File: config.mk
export PLATFORM = sky130hd
export DESIGN_NAME = shifter_pipe
export DESIGN_NICKNAME = d
export VERILOG_FILES = /design/src/rtl/shifter_pipe.sv
export SDC_FILE = /design/constraint.sdc
export NUM_CORES = 1
export LEC_CHECK = 0
export CAP_MARGIN = 40
export CORE_MARGIN = 8
export CORE_UTILIZATION = 23
export CTS_CLUSTER_DIAMETER = 80
export CTS_CLUSTER_SIZE = 24
export DETAILED_ROUTE_END_ITERATION = 7
export GPL_TIMING_DRIVEN = 0
export PLACE_DENSITY = 0.44
export SKIP_CTS_REPAIR_TIMING = 1
export SYNTH_ARGS = -nofsm -noshare
export SYNTH_HDL_FRONTEND = slang
export SYNTH_SLANG_ARGS = --single-unit
File: constraint.sdc
create_clock -name clk -period 3.8 [get_ports clk]
set_clock_uncertainty 0.15 [all_clocks]
set_input_delay 0.38 -clock clk [delete_from_list [all_inputs] [get_ports clk]]
set_output_delay 0.38 -clock clk [all_outputs]
set_load 0.05 [all_outputs]
File: src/rtl/shifter_pipe.sv
// shifter_pipe: pipelined barrel shifter/rotator with valid/ready handshake.
// Stage k conditionally moves the operand by 2^k according to the amount bit
// it sees. The remaining amount bits, the opcode and the running carry
// candidate travel down the pipe with the data. The whole pipe stalls as one
// unit when the output is held, and bubbles are kept in place.
module shifter_pipe #(
  parameter int WIDTH = 16,
  parameter int SHW   = $clog2(WIDTH)
) (
  input  logic             clk,
  input  logic             rst,
  input  logic             flush,
  input  logic             in_valid,
  output logic             in_ready,
  input  logic [WIDTH-1:0] in,
  input  logic [2:0]       op,
  input  logic [SHW-1:0]   amt,
  output logic             out_valid,
  input  logic             out_ready,
  output logic [WIDTH-1:0] out,
  output logic             carry,
  output logic             zero,
  output logic             err
);

  localparam logic [2:0] OP_ROTL = 3'b000;
  localparam logic [2:0] OP_ROTR = 3'b001;
  localparam logic [2:0] OP_SHL  = 3'b010;
  localparam logic [2:0] OP_SRA  = 3'b011;
  localparam logic [2:0] OP_SHR  = 3'b100;

  logic             q_v [SHW];
  logic [WIDTH-1:0] q_d [SHW];
  logic [2:0]       q_o [SHW];
  logic [SHW-1:0]   q_a [SHW];
  logic             q_c [SHW];

  logic advance;

  // The pipe moves as a whole whenever the output slot is empty or drained.
  assign advance  = !out_valid || out_ready;
  assign in_ready = advance;

  for (genvar k = 0; k < SHW; k++) begin : g_stage
    localparam int S = 1 << k;

    logic             sv;
    logic [WIDTH-1:0] sd;
    logic [2:0]       so;
    logic [SHW-1:0]   sa;
    logic             sc;
    logic [WIDTH-1:0] nd;
    logic             nc;

    if (k == 0) begin : g_head
      // Illegal opcodes enter as a zero operand; they match no shift case
      // below, so they exit with out=0 and carry=0.
      assign sv = in_valid;
      assign sd = (op > OP_SHR) ? '0 : in;
      assign so = op;
      assign sa = amt;
      assign sc = 1'b0;
    end else begin : g_link
      assign sv = q_v[k-1];
      assign sd = q_d[k-1];
      assign so = q_o[k-1];
      assign sa = q_a[k-1];
      assign sc = q_c[k-1];
    end

    // Conditional move by 2^k; the carry candidate is the last bit to leave
    // (or, for rotates, the bit that wraps into the vacated end).
    always_comb begin
      nd = sd;
      nc = sc;
      if (sa[0]) begin
        case (so)
          OP_ROTL: begin nd = (sd << S) | (sd >> (WIDTH - S)); nc = sd[WIDTH-S]; end
          OP_ROTR: begin nd = (sd >> S) | (sd << (WIDTH - S)); nc = sd[S-1];     end
          OP_SHL:  begin nd = sd << S;                         nc = sd[WIDTH-S]; end
          OP_SRA:  begin nd = $signed(sd) >>> S;               nc = sd[S-1];     end
          OP_SHR:  begin nd = sd >> S;                         nc = sd[S-1];     end
          default: ;
        endcase
      end
    end

    // Stage register: flush drops the slot, otherwise load on advance.
    always_ff @(posedge clk or posedge rst) begin
      if (rst) begin
        q_v[k] <= 1'b0;
        q_d[k] <= '0;
        q_o[k] <= '0;
        q_a[k] <= '0;
        q_c[k] <= 1'b0;
      end else if (flush) begin
        q_v[k] <= 1'b0;
      end else if (advance) begin
        q_v[k] <= sv;
        q_d[k] <= nd;
        q_o[k] <= so;
        q_a[k] <= sa >> 1;
        q_c[k] <= nc;
      end
    end
  end

  assign out_valid = q_v[SHW-1];
  assign out       = q_d[SHW-1];
  assign carry     = q_c[SHW-1];
  assign zero      = out_valid && (out == '0);
  assign err       = out_valid && (q_o[SHW-1] > OP_SHR);

endmodule
### After elaboration in Yosys (flattened, before gate mapping)

Cells that the tools add are included.
Widths: inputs -> output; s select.

* flip-flop bits (word level): 90
* bits of input ports: 28
* output and inout bits: 21
* logic and storage cells: 90

* magnitude comparators: 2
* eq/ne operators: 16
* mux-type cells: 25
* bitwise gates (word level): 8
* reduce and logical (&&, ||, !) cells: 20

Operators with widths (count)
* $pmux 16 s5: 3
* $mux 16: 5
* $pmux 16 s4: 1
* $eq 3x2->1 const B: 8
* $logic_not 16->1: 1
* $or 12x16->16: 1
* $or 14x16->16: 1
* $or 15x16->16: 1
* $or 16x1->16: 1
* $or 16x2->16: 1
* $or 16x4->16: 1
* $or 8x16->16: 1
* $eq 3x1->1 const B: 4
* $eq 3x3->1 const B: 4
* $logic_not 3->1: 4
* $mux 1: 12
* $reduce_or 3->1: 4
* $reduce_or 2->1: 5
* $pmux 1 s2: 4
* $gt 3x3->1 const B: 2
* $logic_and 1x1->1: 2
* $reduce_and 2->1: 1
* $reduce_bool 2->1: 1
* $logic_not 1->1: 1
* other kinds (2): 2

### Logic depth before layout (Yosys ltp)

Gate-level depths: netlist (run 1).

* depth in word-level cells: 5
* mapped depth: 8

### Least setup slack after synthesis (run 1)

OpenSTA, ideal clock, no wires.

* path kind: register to output
* from: register q_v (netlist bit out_valid)
* to: output port zero
* data arrival time: 2.472 ns
* required time: 3.270 ns
* setup slack: 0.798 ns
* stages on the path, launching flop included: 4
* buffers on the path: 0
* path through: dfrtp_1 nor4b_1 nand4_1 nor4_1

* cells in the longest elaborated chain, start to end: 1

Ends and longest elaborated chain
* start: declaration: line 32 `logic q_v [SHW];`
* start signal: indexed assignment: line 99 `q_v[k] <= sv;`
* $logic_and 1x1->1: line 111 `assign zero = out_valid && (out == '0);`
* end: declaration: line 22 `output logic zero,`

No other way between the ends.

### Final worst setup path (run 1)

Same ends and word-level chain as after synthesis.

==> qor.yml, run 1 <==
antenna_left: 0
clock.fmax_mhz: 342
syn_inst: 527
maxSlewViolCount: 0
power_density_nw_per_um2: 544
cts_tree: "yes"
num_vias: 4378
final_layout_size_suffix_gt1_share_pct: 13.9
total_power_uw: 3360
cap_violations: 0
overflow: 0
start_util_pct: 23.1
wirelength_um: 15500
slew_headroom_pct: 64.4
comb_power_share_pct: 28.2
diodes: 0
synth_top_area_cell: "dfrtp_1"
nets: 614
cp_max_fo: 4
rows: 54
grt_pass1_wl_um: 24600
drtIter0Drc: 324
yosysMostFrequentCell: "dfrtp_1"
cp-end-kind: "output pin"
power_leakage_uw: 0.00259
worstPathRequired_ns: 3.27
synth.distinct_cells: 53
grt_max_degree: 57
vias_per_cell: 5.03
yosys-top-cells-count: "90 x dfrtp_1, 82 x nand2_1, 47 x o22ai_1"
rsz0062_at_grt: "false"
clock_path_buffers: 2
synth_ff_type: "dfrtp_1"
outcome: "complete, no violations"
synth_fp_nets: 555
die_w_um: 163
core_um2: 21600
gp_congestion: 0.855
worstPathArrival_ns: 2.39
period_share_pct: 76.9
r2r_setup_slack_ns: 1.67
grt_pass1_vias: 4474
die_area_um2: 26600
final-setup-viol-count: 0
p_clk_share_pct: 31.3
final.fill_count: 2258
dieHeight_um: 163
hold_viol_final: 0
cts_made_buffers: 9
netlist_area_um2: 4980
hpwl_um: 11700
cp-endpoint: "zero"
yosysSeqAreaShare_pct: 45.2
tightestPinTransition_ns: 0.531
cts-htree-levels: 3
worstHoldStart: "flush"
synth_top_area_share_pct: 45.2
cts.clk_slew.worst_paths_ns: 0.07
final_util_pct: 28.7
clock_latency_ns: 0.35
synth_seq_cells: 90
reg2reg_from: "out_valid"
pin_count: 49
switching_share_pct: 34.8
p_int_uw: 2190
period_needed_ns: 2.92
synth_edf_count: 0
io_buffers: 47
root_buffer: "clkbuf_16"
synth_area_leaders: "dfrtp_1 45%, nand2_1 6.2%, o22ai_1 5.9%"
worstSetupPathType: "flop to output pin"
synthArstFlopShare_pct: 100
irDropWorstVdd_uv: 163
p_switching_uw: 1170
tns_ns: 0
drc: 0
wl_per_cell_um: 17.8
dr.pass1.iters: 5
min_path_type: "input pin to flop"
areaGrowthSynthToFinish_pct: 24.2
grt_use_total_pct: 11.7
worstSetupStartpointType: "flop"
cp-startpoint: "out_valid"
avgSynthCellArea_um2: 9.44
yosysWarningCount: 0
seq_power_share_pct: 40.5
antenna_found_initial: 0
rr_endpoint: "g_stage[2].sd[14]"
r2r_cells: 7
cts_sinks: 90
==> worst max-delay path, cell delays in order (launching register included) <==
cell	delay (ns)
dfrtp_1	0.44
nor4b_1	0.39
nand4_1	0.15
nor4_1	0.20
clkdlybuf4s50_1	0.85
==> state kept, by name, indices dropped and copies added (netlist names) <==
signal      flops
out_valid       1
g_stage.so      9
g_stage.sd     48
g_stage.sc      3
g_stage.sa      6
g_stage.sv      3
q_o             3
out            16
carry           1
==> worst min-delay path by stage <==
stage | end | slack, ns | cells after the start
CTS | out_valid | 0.21 | 2
finish | out_valid | 0.22 | 2
global route | out_valid | 0.22 | 2
detailed placement | g_stage[3].sa[0] | 0.30 | 2
global placement | g_stage[2].sa[1] | 0.31 | 2
floorplan | g_stage[2].sa[1] | 0.29 | 2
==> layer usage <==
| layer | routed length (µm) | global-route usage [%] | vias up |
|---|---|---|---|
| li1 | - | - | 2096 |
| met1 | 7450 | 15.5 | 2131 |
| met2 | 7060 | 18.5 | 130 |
| met3 | 719 | 2.19 | 21 |
| met4 | 299 | 4.71 | 0 |
| met5 | 0 | 0 | - |
==> metrics by stage <==
step	instances	setup slack, ns	area, µm²	hold WS, ns
after global placement	854	-0.562	5800	0.305
final	871	0.879	6180	0.225
after floorplan	527	0.798	4980	0.289
after CTS	871	0.802	6180	0.210
after detailed placement	855	1.20	5830	0.300
after global routing	871	0.689	6180	0.222
==> power groups by stage <==
stage          clock network [µW]  logic, µW  registers, µW
3_5_place_dp                    0        947           1380
5_1_grt                      1110       1030           1390
2_1_floorplan                   0        490           1470
3_3_place_gp                    0        934           1370
4_1_cts                      1080        950           1360
6_report                     1050        947           1360
==> kinds of logic (layout without fill, tap and decap cells) <==
kind of cell	count (synthesis)	count (layout)	share of synthesized area, %
and+or+nand+nor	149	149	14.6
AOI/OAI and AO/OA	197	197	26.8
DFF	90	90	45.2
buffers and inverters	58	122	6.33
muxes	33	33	6.99
==> cell usage in the layout, fill, tap and decap left out, types with 3 or more instances in the layout <==
| master | n |
|---|---|
| nor2b_1 | 12 |
| a21oi_1 | 46 |
| o221a_2 | 6 |
| clkbuf_16 | 9 |
| o21ai_0 | 17 |
| o211ai_1 | 6 |
| nor2_1 | 18 |
| o21ai_1 | 9 |
| bufinv_16 | 3 |
| a22oi_1 | 14 |
| o22ai_1 | 47 |
| mux2_2 | 14 |
| buf_6 | 5 |
| buf_4 | 7 |
| dfrtp_1 | 90 |
| nand3_1 | 3 |
| and2_1 | 5 |
| clkbuf_1 | 6 |
| and3_1 | 9 |
| mux2i_1 | 19 |
| a221o_1 | 15 |
| nor4_1 | 4 |
| o2bb2ai_1 | 16 |
| buf_2 | 23 |
| inv_1 | 14 |
| clkdlybuf4s50_1 | 47 |
| nand2_1 | 82 |
==> final cells by class <==
cell class                      count  area (µm²)  area share [%]
Buffer                             42         250            4.05
Clock buffer                       10         239            3.87
Clock inverter                      6         114            1.84
Inverter                           16        67.6            1.09
Multi-Input combinational cell    379        2410            39.0
Sequential cell                    90        2250            36.4
Tap cell                          280         350            5.67
Timing Repair Buffer               48         498            8.06
No activity file was read; power rests on OpenSTA's default activity.
==> run 2, diff against run 1 <==
Settings changed: PLACE_DENSITY 0.44 to 0.45.
Clock period 3.8 ns to 2.61 ns, I/O delays scaled along.
==> qor.yml, run 2 (synthesis gave the netlist of run 1 again) <==
outcome: "complete, no violations"
whs_ns: 0.109
grt_use_total_pct: 11.7
cp-startpoint: "out_valid"
power_density_nw_per_um2: 773
slew_headroom_pct: 45.9
irDropWorstVdd_uv: 330
root_buffer: "clkbuf_16"
min_path_type: "input pin to flop"
final-setup-viol-count: 0
worstSetupStartpointType: "flop"
period_needed_ns: 2.44
fin_area_um2: 6190
rows: 54
clock.fmax_mhz: 411
pin_count: 49
cts-htree-levels: 3
worstPathArrival_ns: 2.03
areaGrowthSynthToFinish_pct: 24.3
cts_made_buffers: 9
tightestPinTransition_ns: 0.809
cp-end-kind: "output pin"
clock_latency_ns: 0.35
nets: 615
clock_path_buffers: 2
hpwl_um: 11700
tns_ns: 0
power_leakage_uw: 0.00261
dieHeight_um: 163
hold_viol_final: 0
die_w_um: 163
grt_max_degree: 38
start_util_pct: 23.1
final_cell_mix: "90 x dfrtp_1, 82 x nand2_1, 47 x o22ai_1"
wirelength_um: 15300
layout.cells.non_filler: 872
wl_per_cell_um: 17.5
cts.clk_slew.worst_paths_ns: 0.06
drc: 0
worstSetupPathType: "flop to output pin"
diodes: 0
antenna_left: 0
final_layout_size_suffix_gt1_share_pct: 14.0
reg2reg_from: "out_valid"
largest_register_ffs: 48
cp_max_fo: 10
maxSlewViolCount: 0
cts_sinks: 90
grt_pass1_wl_um: 24700
antenna_found_initial: 0
num_vias: 4373
drtIter0Drc: 298
cts_tree: "yes"
period_share_pct: 93.3
gp_congestion: 0.851
die_area_um2: 26600
grt_pass1_vias: 4415
io_buffers: 47
dr.pass1.iters: 5
worstPathRequired_ns: 2.20
placed_cell_area_um2: 5860
vias_per_cell: 5.01
final_common_cell: "dfrtp_1"
rsz0062_at_grt: "false"
overflow: 0
final_util_pct: 28.7
worstHoldStart: "flush"
dp_cells: 856
core_um2: 21600
cap_violations: 0
==> run 2: cell count changes in the layout (fill, tap and decap cells not counted) <==
cell,change
nor4_1,-1
dlymetal6s2s_1,+1
nor4_2,+1
buf_12,+1
inv_4,-1
clkinvlp_4,-1
clkbuf_8,+1
clkbuf_1,+1
clkdlybuf4s50_1,-1
bufinv_16,-1
clkinv_2,+1
==> run 2: worst max-delay path, cell delays in order, from the launching register on <==
cell and delay, ns:
dfrtp_1 0.44, nor2b_2 0.18, buf_6 0.15, inv_6 0.09
clkdlybuf4s50_1 0.81
==> run 2: path summary, 6_finish.rpt <==
kind	endpoint	slack (ns)	cells past startpoint
worst max-delay path	in_ready	0.17	4
worst min-delay path	out_valid	0.11	2
worst max register to register	g_stage[2].sd[15]	0.47	7
worst min register to register	g_stage[3].sa[0]	0.32	2
max in group asynchronous	g_stage[1].sd[7]	1.40	3
min in group asynchronous	out[0]	0.27	2
==> run 2: per-layer routing <==
layer	share of wire (%)	vias to the layer above	global-route usage, %
met3	5.6	13	2.97
met1	48	2136	15.8
li1	-	2097	-
met5	0	-	0
met4	1.6	0	3.42
met2	45	127	18.2
==> run 2: area by class of cell <==
| class | instances | area [µm²] |
|---|---|---|
| Timing Repair Buffer | 49 | 520 |
| Buffer | 42 | 250 |
| Clock inverter | 4 | 73.8 |
| Fill cell | 2263 | 15400 |
| Tap cell | 280 | 350 |
| Inverter | 16 | 68.8 |
| Clock buffer | 12 | 256 |
| Sequential cell | 90 | 2250 |
| Multi-Input combinational cell | 379 | 2420 |
==> run 2: metrics by stage <==
stage	setup slack (ns)	power (µW)
3_3_place_gp	0.136	3360
6_report	0.174	4790
3_5_place_dp	0.133	3390
5_1_grt	0.0954	5040
2_1_floorplan	0.299	2850
4_1_cts	-0.252	4830
==> run 2: where the power goes <==
group / internal [µW] / switching [µW]
Combinational: 574 / 800
Clock: 891 / 538
Sequential: 1660 / 325
Total: 3120 / 1660
==> run 3, diff against run 2 <==
Settings changed: PLACE_DENSITY 0.45 to 0.44.
Clock period 2.61 ns to 2.42 ns, I/O delays scaled along.
==> qor.yml, run 3 (synthesis gave the netlist of run 1 again) <==
clock_latency_ns: 0.35
cp_max_fo: 3
overflow: 0
outcome: "complete, no violations"
cts_tree: "yes"
wl_per_cell_um: 17.9
clock.fmax_mhz: 442
cts.clk_slew.worst_paths_ns: 0.06
total_power_uw: 4870
worstSetupPathType: "flop to output pin"
dp_cells: 856
worstPathRequired_ns: 2.03
start_util_pct: 23.1
whs_ns: 0.0859
final_layout_size_suffix_gt1_share_pct: 13.6
cts-htree-levels: 3
gp_congestion: 0.838
power_leakage_uw: 0.00255
rows: 54
num_vias: 4427
worstPathArrival_ns: 1.87
cap_violations: 0
clock_path_buffers: 2
worstSetupStartpointType: "flop"
core_um2: 21600
cp-startpoint: "out[15]"
grt_max_degree: 37
hpwl_um: 11800
period_needed_ns: 2.26
period_share_pct: 93.6
areaGrowthSynthToFinish_pct: 22.4
min_path_type: "input pin to flop"
cts_made_buffers: 9
grt_use_total_pct: 12.0
io_buffers: 47
r2r_setup_slack_ns: 0.35
tightestPinTransition_ns: 0.554
r2r_cells: 7
drtIter0Drc: 284
slew_headroom_pct: 63.1
final_common_cell: "dfrtp_1"
diodes: 0
maxSlewViolCount: 0
grt_pass1_wl_um: 25100
grt_pass1_vias: 4439
cp-endpoint: "zero"
die_w_um: 163
final_cell_mix: "90 x dfrtp_1, 82 x nand2_1, 47 x o22ai_1"
antenna_left: 0
largest_register_ffs: 48
dr.pass1.iters: 6
irDropWorstVdd_uv: 291
rsz0062_at_grt: "false"
hold_viol_final: 0
power_density_nw_per_um2: 799
pin_count: 49
wirelength_um: 15500
antenna_found_initial: 0
final-setup-viol-count: 0
nets: 615
reg2reg_from: "out_valid"
die_area_um2: 26600
layout.cells.non_filler: 868
root_buffer: "clkbuf_16"
drc: 0
vias_per_cell: 5.10
cp-end-kind: "output pin"
rr_endpoint: "g_stage[2].sd[14]"
dieHeight_um: 163
cts_sinks: 90
final.fill_count: 2260
[run 3: cell type report]
cell class	count	area, µm²	share of cell area, %
Clock inverter	1	5.00	0.0821
Inverter	16	68.8	1.13
Sequential cell	90	2250	37.0
Clock buffer	11	243	3.98
Timing Repair Buffer	49	508	8.34
Multi-Input combinational cell	379	2420	39.7
Buffer	42	250	4.11
Tap cell	280	350	5.75
[run 3: power by group]
group          total, µW  internal (µW)  leakage (µW)  switching [µW]
Combinational       1480            618       0.00134             863
Clock               1250            699      0.000123             553
Sequential          2140           1790       0.00109             349
Total               4870           3110       0.00255            1770
[run 3: critical path: stages, from the launching register on]
cell and delay (ns):
dfrtp_1 0.40, nor4b_1 0.46, nand4_1 0.19, nor4_2 0.16
clkbuf_2 0.32
[run 3: worst min-delay path by stage]
stage / startpoint / endpoint / slack, ns / depth (start not counted)
global placement: g_stage[1].sa[2] / g_stage[2].sa[1] / 0.31 / 2
CTS: flush / out_valid / 0.08 / 2
detailed placement: g_stage[1].sa[2] / g_stage[2].sa[1] / 0.31 / 2
finish: flush / out_valid / 0.09 / 2
floorplan: amt[2] / g_stage[1].sa[1] / 0.20 / 2
global route: flush / out_valid / 0.10 / 2
[run 3: per-layer routing]
layer | GRT usage, % | up-vias | part of all wire, %
met5 | 0 | - | 0
met1 | 16.0 | 2173 | 47
met2 | 18.7 | 128 | 46
met4 | 5.13 | 0 | 2.2
met3 | 2.12 | 26 | 4.8
li1 | - | 2100 | -
[run 3: per-stage QoR]
step | TNS (ns) | util (%) | area [µm²] | setup slack (ns)
after floorplan | 0 | - | 4990 | 0.128
after global placement | -3.45 | 26.9 | 5810 | -0.0473
after detailed placement | -0.0725 | 27.1 | 5850 | -0.0725
after CTS | -0.484 | 28.3 | 6100 | -0.462
after global routing | 0 | 28.3 | 6090 | 0.0147
final | 0 | 28.3 | 6090 | 0.156
